**src/rtl/checkout_tally_pkg.sv**
```systemverilog
// Shared types and tables for the checkout tally stage: FSM states, UPC validity mask, price table.
// Prices are used only when the running-total option is built in.
package checkout_pkg;

  typedef enum logic {
    IDLE  = 1'b0,
    ALARM = 1'b1
  } state_t;

  // Bit n set means UPC code n is a valid product; 010 and 111 are not.
  localparam logic [7:0] UPC_VALID = 8'b0111_1011;

  localparam logic [7:0] PRICE [0:7] = '{
    8'd10, 8'd25, 8'd0, 8'd99, 8'd40, 8'd55, 8'd70, 8'd0
  };

endpackage

```
**src/rtl/checkout_tally_if.sv**
```systemverilog
// Scan-side inputs and tally-side outputs of checkout_tally; master drives the switches/key,
// slave is the tally. CHECKOUT_TOTAL_EN adds the 12-bit running total.
interface checkout_tally_if #(
  parameter int COUNT_W = 4
);
  logic               scan_key_n;
  logic [2:0]         upc;
  logic               discounted;
  logic               stolen;
  logic               clear;
  logic [COUNT_W-1:0] item_count;
  logic [COUNT_W-1:0] disc_count;
  logic [COUNT_W-1:0] stolen_count;
  logic               scan_ack;
  logic               scan_err;
  logic               alarm;
  logic               full;
`ifdef CHECKOUT_TOTAL_EN
  logic [11:0]        total;
`endif

  modport master (
    output scan_key_n, upc, discounted, stolen, clear,
    input  item_count, disc_count, stolen_count, scan_ack, scan_err, alarm, full
`ifdef CHECKOUT_TOTAL_EN
    , input total
`endif
  );

  modport slave (
    input  scan_key_n, upc, discounted, stolen, clear,
    output item_count, disc_count, stolen_count, scan_ack, scan_err, alarm, full
`ifdef CHECKOUT_TOTAL_EN
    , output total
`endif
  );

endinterface

```
**src/rtl/checkout_tally_key_edge_sync.sv**
```systemverilog
// Two-flop synchroniser for the raw active-low key plus a one-cycle pulse on the synced 1->0 edge.
// Pulse appears 2 cycles after the pin falls; holding the key gives exactly one pulse.
module key_edge_sync (
  input  logic clk,
  input  logic reset_n,
  input  logic key_n,
  output logic press
);

  logic meta;
  logic sync;
  logic prev;

  // All stages reset to 1 so a released key never looks like a press out of reset.
  always_ff @(posedge clk) begin
    if (!reset_n) begin
      meta <= 1'b1;
      sync <= 1'b1;
      prev <= 1'b1;
    end else begin
      meta <= key_n;
      sync <= meta;
      prev <= sync;
    end
  end

  assign press = prev & ~sync;

endmodule

```
**src/rtl/checkout_tally.sv**
```systemverilog
// Per-customer item/discount/stolen tallies with a timed stolen-item alarm; pin-to-output 3 cycles,
// no backpressure (scans during ALARM are dropped). CHECKOUT_TOTAL_EN adds a saturating price total.
module checkout_tally
  import checkout_pkg::*;
#(
  parameter int COUNT_W      = 4,
  parameter int ALARM_CYCLES = 8
) (
  input logic              clk,
  input logic              reset_n,
  checkout_tally_if.slave  bus
);

  localparam int TIMER_W = (ALARM_CYCLES > 1) ? $clog2(ALARM_CYCLES) : 1;

  logic               press;
  state_t             state;
  logic [TIMER_W-1:0] timer;
  logic [COUNT_W-1:0] item_count;
  logic [COUNT_W-1:0] disc_count;
  logic [COUNT_W-1:0] stolen_count;
  logic               scan_ack;
  logic               scan_err;
  logic               alarm;
  logic               full;

  key_edge_sync u_key_edge_sync (
    .clk     (clk),
    .reset_n (reset_n),
    .key_n   (bus.scan_key_n),
    .press   (press)
  );

  assign full = (item_count == {COUNT_W{1'b1}});

`ifdef CHECKOUT_TOTAL_EN
  logic [11:0] total;
  logic [7:0]  price;
  logic [7:0]  charge;
  logic [12:0] total_sum;

  always_comb begin
    price     = PRICE[bus.upc];
    charge    = bus.discounted ? {1'b0, price[7:1]} : price;
    total_sum = {1'b0, total} + {5'd0, charge};
  end

  always_ff @(posedge clk) begin
    if (!reset_n || bus.clear) begin
      total <= 12'd0;
    end else if (state == IDLE && press && UPC_VALID[bus.upc] && !bus.stolen && !full) begin
      total <= total_sum[12] ? 12'hFFF : total_sum[11:0];
    end
  end

  assign bus.total = total;
`endif

  always_ff @(posedge clk) begin
    if (!reset_n) begin
      state        <= IDLE;
      timer        <= '0;
      item_count   <= '0;
      disc_count   <= '0;
      stolen_count <= '0;
      scan_ack     <= 1'b0;
      scan_err     <= 1'b0;
      alarm        <= 1'b0;
    end else begin
      scan_ack <= 1'b0;
      scan_err <= 1'b0;
      if (bus.clear) begin
        // Clear beats a coincident scan: the event is dropped with no pulse.
        state        <= IDLE;
        timer        <= '0;
        item_count   <= '0;
        disc_count   <= '0;
        stolen_count <= '0;
        alarm        <= 1'b0;
      end else begin
        case (state)
          IDLE: begin
            if (press) begin
              if (!UPC_VALID[bus.upc]) begin
                scan_err <= 1'b1;
              end else if (bus.stolen) begin
                if (stolen_count != {COUNT_W{1'b1}}) begin
                  stolen_count <= stolen_count + 1'b1;
                end
                scan_ack <= 1'b1;
                timer    <= TIMER_W'(ALARM_CYCLES - 1);
                alarm    <= 1'b1;
                state    <= ALARM;
              end else if (full) begin
                scan_err <= 1'b1;
              end else begin
                item_count <= item_count + 1'b1;
                if (bus.discounted) begin
                  disc_count <= disc_count + 1'b1;
                end
                scan_ack <= 1'b1;
              end
            end
          end
          ALARM: begin
            if (timer == '0) begin
              alarm <= 1'b0;
              state <= IDLE;
            end else begin
              timer <= timer - 1'b1;
            end
          end
          default: begin
            state <= IDLE;
            alarm <= 1'b0;
          end
        endcase
      end
    end
  end

  assign bus.item_count   = item_count;
  assign bus.disc_count   = disc_count;
  assign bus.stolen_count = stolen_count;
  assign bus.scan_ack     = scan_ack;
  assign bus.scan_err     = scan_err;
  assign bus.alarm        = alarm;
  assign bus.full         = full;

endmodule
```
**src/flat_wrapper.sv**
```systemverilog
// flat-port wrapper written by rule: the top's interface ports become plain ports
module checkout_tally_flat import checkout_pkg::*;
#(
  parameter int COUNT_W      = 4,
  parameter int ALARM_CYCLES = 8
)
  (clk, reset_n, bus_scan_key_n, bus_upc, bus_discounted, bus_stolen, bus_clear, bus_item_count, bus_disc_count, bus_stolen_count, bus_scan_ack, bus_scan_err, bus_alarm, bus_full);
  checkout_tally_if #(.COUNT_W(COUNT_W)) bus_i ();
  input logic clk;
  input logic reset_n;
  input wire logic [$bits(bus_i.scan_key_n)-1:0] bus_scan_key_n;
  input wire logic [$bits(bus_i.upc)-1:0] bus_upc;
  input wire logic [$bits(bus_i.discounted)-1:0] bus_discounted;
  input wire logic [$bits(bus_i.stolen)-1:0] bus_stolen;
  input wire logic [$bits(bus_i.clear)-1:0] bus_clear;
  output wire logic [$bits(bus_i.item_count)-1:0] bus_item_count;
  output wire logic [$bits(bus_i.disc_count)-1:0] bus_disc_count;
  output wire logic [$bits(bus_i.stolen_count)-1:0] bus_stolen_count;
  output wire logic [$bits(bus_i.scan_ack)-1:0] bus_scan_ack;
  output wire logic [$bits(bus_i.scan_err)-1:0] bus_scan_err;
  output wire logic [$bits(bus_i.alarm)-1:0] bus_alarm;
  output wire logic [$bits(bus_i.full)-1:0] bus_full;
  assign bus_i.scan_key_n = bus_scan_key_n;
  assign bus_i.upc = bus_upc;
  assign bus_i.discounted = bus_discounted;
  assign bus_i.stolen = bus_stolen;
  assign bus_i.clear = bus_clear;
  assign bus_item_count = bus_i.item_count;
  assign bus_disc_count = bus_i.disc_count;
  assign bus_stolen_count = bus_i.stolen_count;
  assign bus_scan_ack = bus_i.scan_ack;
  assign bus_scan_err = bus_i.scan_err;
  assign bus_alarm = bus_i.alarm;
  assign bus_full = bus_i.full;
  checkout_tally #(.COUNT_W(COUNT_W), .ALARM_CYCLES(ALARM_CYCLES)) u_core (.clk(clk), .reset_n(reset_n), .bus(bus_i));
endmodule
```
**config.mk**
```make
export PLATFORM = sky130hd
export DESIGN_NAME = checkout_tally_flat
export DESIGN_NICKNAME = d
export VERILOG_FILES = /design/src/rtl/checkout_tally_pkg.sv /design/src/rtl/checkout_tally_if.sv /design/src/rtl/checkout_tally_key_edge_sync.sv /design/src/rtl/checkout_tally.sv /design/src/flat_wrapper.sv
export SDC_FILE = /design/constraint.sdc
export NUM_CORES = 1
export LEC_CHECK = 0
export CORE_MARGIN = 4
export CORE_UTILIZATION = 47
export CTS_CLUSTER_DIAMETER = 50
export DETAILED_ROUTE_END_ITERATION = 10
export PLACE_DENSITY = 0.76
export SLEW_MARGIN = 20
export SYNTH_ARGS = -nofsm -noshare
export SYNTH_HDL_FRONTEND = slang
export SYNTH_SLANG_ARGS = --single-unit
```
**constraint.sdc**
```tcl
create_clock -name clk -period 1.9 [get_ports clk]
set_input_delay 0.38 -clock clk [delete_from_list [all_inputs] [get_ports clk]]
set_output_delay 0.38 -clock clk [all_outputs]
set_load 0.01 [all_outputs]
```
==> results of run 1 <==
==> cell type report <==
class / count / area share
Multi-Input combinational cell: 81 / 0.395
Sequential cell: 22 / 0.324
Timing Repair Buffer: 31 / 0.213
Clock buffer: 4 / 0.0266
Tap cell: 27 / 0.0247
Inverter: 6 / 0.0165
==> per-layer routing <==
metal / up-vias / track usage
met5: - / 0
met4: 0 / 0.0788
met3: 7 / 0.0627
met2: 24 / 0.335
met1: 443 / 0.182
li1: 466 / -
==> registers in the layout, summed over array words and instances (netlist names) <==
name,flops
u_core.bus.alarm,1
u_core.u_key_edge_sync.prev,1
u_core.bus.stolen_count,4
u_core.timer,3
u_core.state,1
u_core.bus.scan_err,1
u_core.u_key_edge_sync.sync,1
u_core.bus.disc_count,4
u_core.u_key_edge_sync.meta,1
u_core.bus.scan_ack,1
u_core.bus.item_count,4
==> power by group through the flow <==
stage	logic, mW	clock network [mW]	registers (mW)
after floorplan	0.0361	0	0.479
after global placement	0.0790	0	0.479
after detailed placement	0.0813	0	0.480
after CTS	0.0824	0.268	0.469
after global routing	0.0901	0.294	0.470
final	0.0821	0.258	0.469
==> cell families (layout without fill, tap and decap cells) <==
family	count (synthesis)	after routing	synth area share
AOI/OAI and AO/OA	32	32	0.208
adders and majority gates	5	5	0.0617
DFF	22	22	0.434
xor gates and xnor gates	3	3	0.0259
buffers and inverters	9	41	0.0345
and+or+nand+nor	39	39	0.216
muxes	2	2	0.0197
==> worst max-delay path: stages, from the launching register on <==
cell           delay (ns)
dfxtp_2              0.36
ha_1                 0.24
and3_1               0.21
dlygate4sd2_1        0.28
==> cell usage after synthesis <==
library cell | n | share of area
a21o_1 | 1 | 0.0074
dfxtp_1 | 22 | 0.43
and3_1 | 1 | 0.0062
nor2_1 | 8 | 0.030
or4_1 | 1 | 0.0074
xnor2_1 | 2 | 0.017
o311a_2 | 1 | 0.011
mux2i_1 | 2 | 0.020
or3_1 | 3 | 0.018
o31ai_1 | 1 | 0.0074
a21oi_1 | 14 | 0.069
nand4_1 | 3 | 0.018
o21ai_0 | 5 | 0.025
clkbuf_1 | 2 | 0.0074
o211a_1 | 1 | 0.0099
xor2_1 | 1 | 0.0086
ha_1 | 5 | 0.062
a31oi_1 | 1 | 0.0062
buf_2 | 1 | 0.0049
a31o_2 | 2 | 0.017
o21ai_1 | 1 | 0.0049
nand2b_1 | 5 | 0.031
and3_2 | 1 | 0.0074
nand3b_1 | 1 | 0.0074
nand2_1 | 5 | 0.018
a211oi_4 | 1 | 0.020
a211oi_1 | 1 | 0.0074
nor3b_2 | 1 | 0.012
inv_1 | 6 | 0.022
o211ai_1 | 1 | 0.0074
and2_1 | 1 | 0.0062
a21boi_0 | 1 | 0.0074
a311oi_1 | 1 | 0.0086
nor3_1 | 3 | 0.015
or3b_4 | 1 | 0.011
nand3_1 | 3 | 0.015
nor2b_1 | 2 | 0.012
==> stage by stage <==
step,cell area (µm²),utilization,TNS (ns)
2_1_floorplan,1010,-,0
3_3_place_gp,1330,0.664,-0.464
3_5_place_dp,1330,0.664,-0.626
4_1_cts,1370,0.683,0
5_1_grt,1370,0.683,0
6_report,1370,0.683,0
==> cells in the final DEF (no fill, tap or decap), types with 2 or more instances in the layout <==
master,instances
clkdlybuf4s50_1,23
dfxtp_1,20
a21oi_1,14
nor2_1,8
buf_4,7
inv_1,6
nand2b_1,5
o21ai_0,5
nand2_1,5
ha_1,5
nand3_1,3
nand4_1,3
nor3_1,3
or3_1,3
clkbuf_4,3
xnor2_1,2
nor2b_1,2
a31o_2,2
mux2i_1,2
dfxtp_2,2
==> timing repair <==
action	4_1_cts	5_1_grt
gates resized for setup	3	0
endpoints found under the setup margin	1	0
hold endpoints to repair	0	0
==> how the worst min path moves through the flow <==
| stage | from | end | slack (ns) | cells after the start |
|---|---|---|---|---|
| floorplan | u_core.u_key_edge_sync.meta$_SDFF_PN1_ | u_core.u_key_edge_sync.sync$_SDFF_PN1_ | 0.39 | 1 |
| global placement | u_core.u_key_edge_sync.meta$_SDFF_PN1_ | u_core.u_key_edge_sync.sync$_SDFF_PN1_ | 0.40 | 1 |
| detailed placement | u_core.u_key_edge_sync.meta$_SDFF_PN1_ | u_core.u_key_edge_sync.sync$_SDFF_PN1_ | 0.41 | 1 |
| CTS | u_core.u_key_edge_sync.meta$_SDFF_PN1_ | u_core.u_key_edge_sync.sync$_SDFF_PN1_ | 0.46 | 1 |
| global route | u_core.u_key_edge_sync.meta$_SDFF_PN1_ | u_core.u_key_edge_sync.sync$_SDFF_PN1_ | 0.48 | 1 |
| finish | u_core.u_key_edge_sync.meta$_SDFF_PN1_ | u_core.u_key_edge_sync.sync$_SDFF_PN1_ | 0.45 | 1 |
==> results.yml, run 1 <==
power:
  p_comb_frac: 0.101
  internal_power_mw: 0.625
  p_total_mw: 0.809
  powerDensity_mw_per_mm2: 592
  peakVddDrop_uv: 583
  p_leak_nw: 0.530
  sequentialPowerShare: 0.580
  switching_share: 0.228
  power.switching_mw: 0.184
  p_clk_frac: 0.319
grt:
  grt_pass1_wl_um: 3840
  grt_overflow: 0
  grt_pass1_vias: 909
  antenna_found_initial: 0
  track_usage: 0.182
  grt_start_max_net_pins: 13
hold_path:
  hold_class: "flip-flop to flip-flop"
timing:
  slew_viol_final: 0
  max_slew_margin: 0.579
  setup_viol: 0
  timing.fmax_mhz: 560
  layout_setup_ws_ns: 0.114
  hold_violations: 0
  period_share: 0.940
  clock_skew_ns: 0.00481
  hold_ws_ns: 0.454
  rsz0062_at_grt: "false"
  finalCriticalPeriod_ns: 1.79
  tightestPinTransition_ns: 0.626
die:
  die_height_um: 54.5
  row_count: 16
  die_x_um: 54.5
  dieArea_mm2: 0.00297
  start_util: 0.507
  coreArea_mm2: 0.00200
  ios: 25
setup_path:
  reg2reg_to: "u_core.bus.disc_count[2]$_SDFFE_PP0P_"
  crit_required_ns: 1.52
  cp-startpoint: "u_core.bus.item_count[0]$_SDFFE_PP0P_"
  rr_worst_depth: 5
  worst-path-max-fanout: 4
  critPathCaptureType: "output port"
  endpoint: "bus_full"
  arrival_ns: 1.41
  r2r_setup_slack_ns: 0.29
  path_class: "flip-flop to output port"
  rr_startpoint: "u_core.bus.item_count[0]$_SDFFE_PP0P_"
  crit_path_start_kind: "flip-flop"
synthesis:
  synth_warnings: 0
  synthDistinctLibCells: 37
  synth_seq_cells: 22
  synthesis.nets: 126
  synth_seq_area_share: 0.434
  synthCells: 112
  synth.avg_cell_area_um2: 9.06
  syn_area_mm2: 0.00101
clocking:
  clkSinkCount: 22
  post-cts-setup-buffers: 0
  root_buffer: "clkbuf_4"
  clk_latency_ns: 0.31
  hold_buffers: 0
  numCtsBuffers: 3
  clockBufferDepth: 2
  clk_pin_slew_ns: 0.12
  cts_tree: "done"
  h-tree-depth: 1
route:
  vias: 940
  viasPerCell: 5.50
  wl_met1_um: 964
  drc: 0
  drtIter0Drc: 16
  met2_length_um: 1140
  post_drt_wl_per_cell_um: 13.3
  firstDrtPassIters: 4
  ant_nets: 0
  met3_wirelength_um: 142
  wl_um: 2280
  top_layer: "met4"
final_layout:
  drive_gt1_frac: 0.139
  stdcell_count: 171
  ff_latch_area_um2: 443
  diodes: 0
  nNetsFinal: 159
  multiInputGateArea_um2: 539
  fillers: 180
  areaGrowthSynthToFinish_pct: 34.6
place:
  dpl.hpwl_um: 1770
  portBuffers: 24
  post-place-cells: 167
  globalplace.congestion: 0.725
  place_ws_ns: -0.0970
run:
  drv_cap: 0
status:
  status: "finished clean"
Power figures use the tool's default switching activity.
==> run 2: changes to the inputs <==
--- a/config.mk
+++ b/config.mk
@@ -9,7 +9,9 @@
 export CORE_UTILIZATION = 47
 export CTS_CLUSTER_DIAMETER = 50
 export DETAILED_ROUTE_END_ITERATION = 10
+export GPL_TIMING_DRIVEN = 0
 export PLACE_DENSITY = 0.76
+export SKIP_LAST_GASP = 1
 export SLEW_MARGIN = 20
 export SYNTH_ARGS = -nofsm -noshare
 export SYNTH_HDL_FRONTEND = slang
==> run 2 against run 1 <==
Compared with the run above:
- clock-buffer cell count did not move
- sequential power about the same
- clock power is essentially flat
- hold slack got worse by 0.027 ns
- global-route usage shrank 1.1 points
- register-to-register slack got worse by 0.03 ns
- highest routed layer unchanged
==> results.yml, run 2 (same netlist as run 1, synthesis figures left out) <==
status:
  status: "finished clean"
place:
  portBuffers: 24
  place_ws_ns: -0.214
  post-place-cells: 163
  placed_cell_area_mm2: 0.00129
  dpl.hpwl_um: 1660
  globalplace.congestion: 0.756
final_layout:
  nNetsFinal: 155
  layout_commonest_cell: "clkdlybuf4s50_1"
  design_area_mm2: 0.00133
  multiInputGateArea_um2: 539
  diodes: 0
  ff_latch_area_um2: 443
  reg_top3: "u_core.bus.disc_count x4, u_core.bus.item_count x4, u_core.bus.stolen_count x4"
  layout_common_cells: "clkdlybuf4s50_1, dfxtp_1, a21oi_1, nor2_1, inv_1"
  stdcell_count: 167
  drive_gt1_frac: 0.100
  fillers: 183
  areaGrowthSynthToFinish_pct: 30.7
route:
  firstDrtPassIters: 4
  drtIter0Drc: 14
  ant_nets: 0
  vias: 911
  post_drt_wl_per_cell_um: 13.2
  met3_wirelength_um: 120
  viasPerCell: 5.46
  drc: 0
  wl_met1_um: 953
  top_layer: "met4"
  wl_um: 2210
  met2_length_um: 1120
die:
  start_util: 0.507
  die_x_um: 54.5
  die_height_um: 54.5
  coreArea_mm2: 0.00200
  dieArea_mm2: 0.00297
  row_count: 16
  ios: 25
clocking:
  clk_pin_slew_ns: 0.12
  clockBufferDepth: 2
  hold_buffers: 0
  post-cts-setup-buffers: 0
  h-tree-depth: 1
  cts_tree: "done"
  cts_resized: 3
  clk_latency_ns: 0.30
  clkSinkCount: 22
  root_buffer: "clkbuf_4"
  numCtsBuffers: 3
setup_path:
  crit_chain: "clkdlybuf4s50_1, xor2_1, o21ai_1, or4_1, a21oi_1"
  cp_slowest_cell: "or4_1"
  r2r_setup_slack_ns: 0.26
  worst-path-max-fanout: 6
  crit_path_start_kind: "primary input"
  rr_startpoint: "u_core.state$_SDFF_PP0_"
  rr_worst_depth: 4
  crit_required_ns: 2.14
  arrival_ns: 2.06
  path_class: "primary input to flip-flop"
  critPathCaptureType: "flip-flop"
  reg2reg_to: "u_core.bus.stolen_count[2]$_SDFFE_PP0P_"
  max_stage_delay_ns: 0.53
timing:
  tightestPinTransition_ns: 0.618
  rsz0062_at_grt: "false"
  max_slew_margin: 0.584
  clock_skew_ns: 0.00428
  slew_viol_final: 0
  period_share: 0.957
  finalCriticalPeriod_ns: 1.82
  hold_violations: 0
  layout_setup_ws_ns: 0.0825
  timing.fmax_mhz: 550
  setup_viol: 0
power:
  power.switching_mw: 0.183
  p_total_mw: 0.799
  powerDensity_mw_per_mm2: 603
  p_comb_frac: 0.091
  p_leak_nw: 0.505
  internal_power_mw: 0.616
  sequentialPowerShare: 0.587
  switching_share: 0.229
  peakVddDrop_uv: 391
  p_clk_frac: 0.322
hold_path:
  hold_path_end: "u_core.u_key_edge_sync.sync$_SDFF_PN1_"
  min_from: "u_core.u_key_edge_sync.meta$_SDFF_PN1_"
  hold_class: "flip-flop to flip-flop"
  hold_depth: 1
grt:
  antenna_found_initial: 0
  grt_pass1_wl_um: 3680
  grt_start_max_net_pins: 13
  grt_overflow: 0
  track_usage: 0.171
  grt_pass1_vias: 843
run:
  drv_cap: 0
[run 2: power by group through the flow]
stage / logic [mW] / clock network, mW / registers (mW)
after global routing: 0.0789 / 0.286 / 0.470
after global placement: 0.0690 / 0 / 0.479
after CTS: 0.0723 / 0.267 / 0.469
final: 0.0724 / 0.258 / 0.469
after floorplan: 0.0361 / 0 / 0.479
after detailed placement: 0.0716 / 0 / 0.479
[run 2: worst max path at each step]
stage | startpoint | to | slack (ns)
after CTS | bus_upc[2] | u_core.bus.stolen_count[3]$_SDFFE_PP0P_ | 0.1
after global placement | bus_upc[2] | u_core.bus.stolen_count[3]$_SDFFE_PP0P_ | -0.14
after floorplan | u_core.bus.item_count[0]$_SDFFE_PP0P_ | u_core.bus.item_count[2]$_SDFFE_PP0P_ | 0.41
after detailed placement | bus_upc[2] | u_core.bus.stolen_count[3]$_SDFFE_PP0P_ | -0.21
final | bus_upc[2] | u_core.bus.stolen_count[3]$_SDFFE_PP0P_ | 0.08
after global routing | bus_upc[2] | u_core.bus.stolen_count[3]$_SDFFE_PP0P_ | 0.006
[run 2: per-stage QoR]
step                      TNS (ns)  hold WS [ns]  utilization
after CTS                        0         0.430        0.663
final                            0         0.427        0.663
after global placement      -0.323         0.405        0.644
after global routing             0         0.438        0.663
after detailed placement     -1.02         0.398        0.644
after floorplan                  0         0.386            -
[run 2: final cells by class]
type / count / share of cell area
sequential: 22 / 0.334
multi-input combinational: 81 / 0.407
inverter: 6 / 0.0170
buffer: 3 / 0.00943
timing repair buffer: 24 / 0.180
clock buffer: 4 / 0.0274
tap: 27 / 0.0255
[run 2: critical path, delay by kind of cell]
family	cells	cell delay (ns)
AO/OA/AOI/OAI	2	0.34
AND/OR/NAND/NOR	1	0.53
buffers and inverters	1	0.52
XOR/XNOR	1	0.29
[run 2: per-layer routing]
layer  global-route usage  vias to the layer above
li1                     -                      459
met1                0.210                      428
met2                0.295                       22
met3               0.0245                        2
met4               0.0705                        0
met5                    0                        -
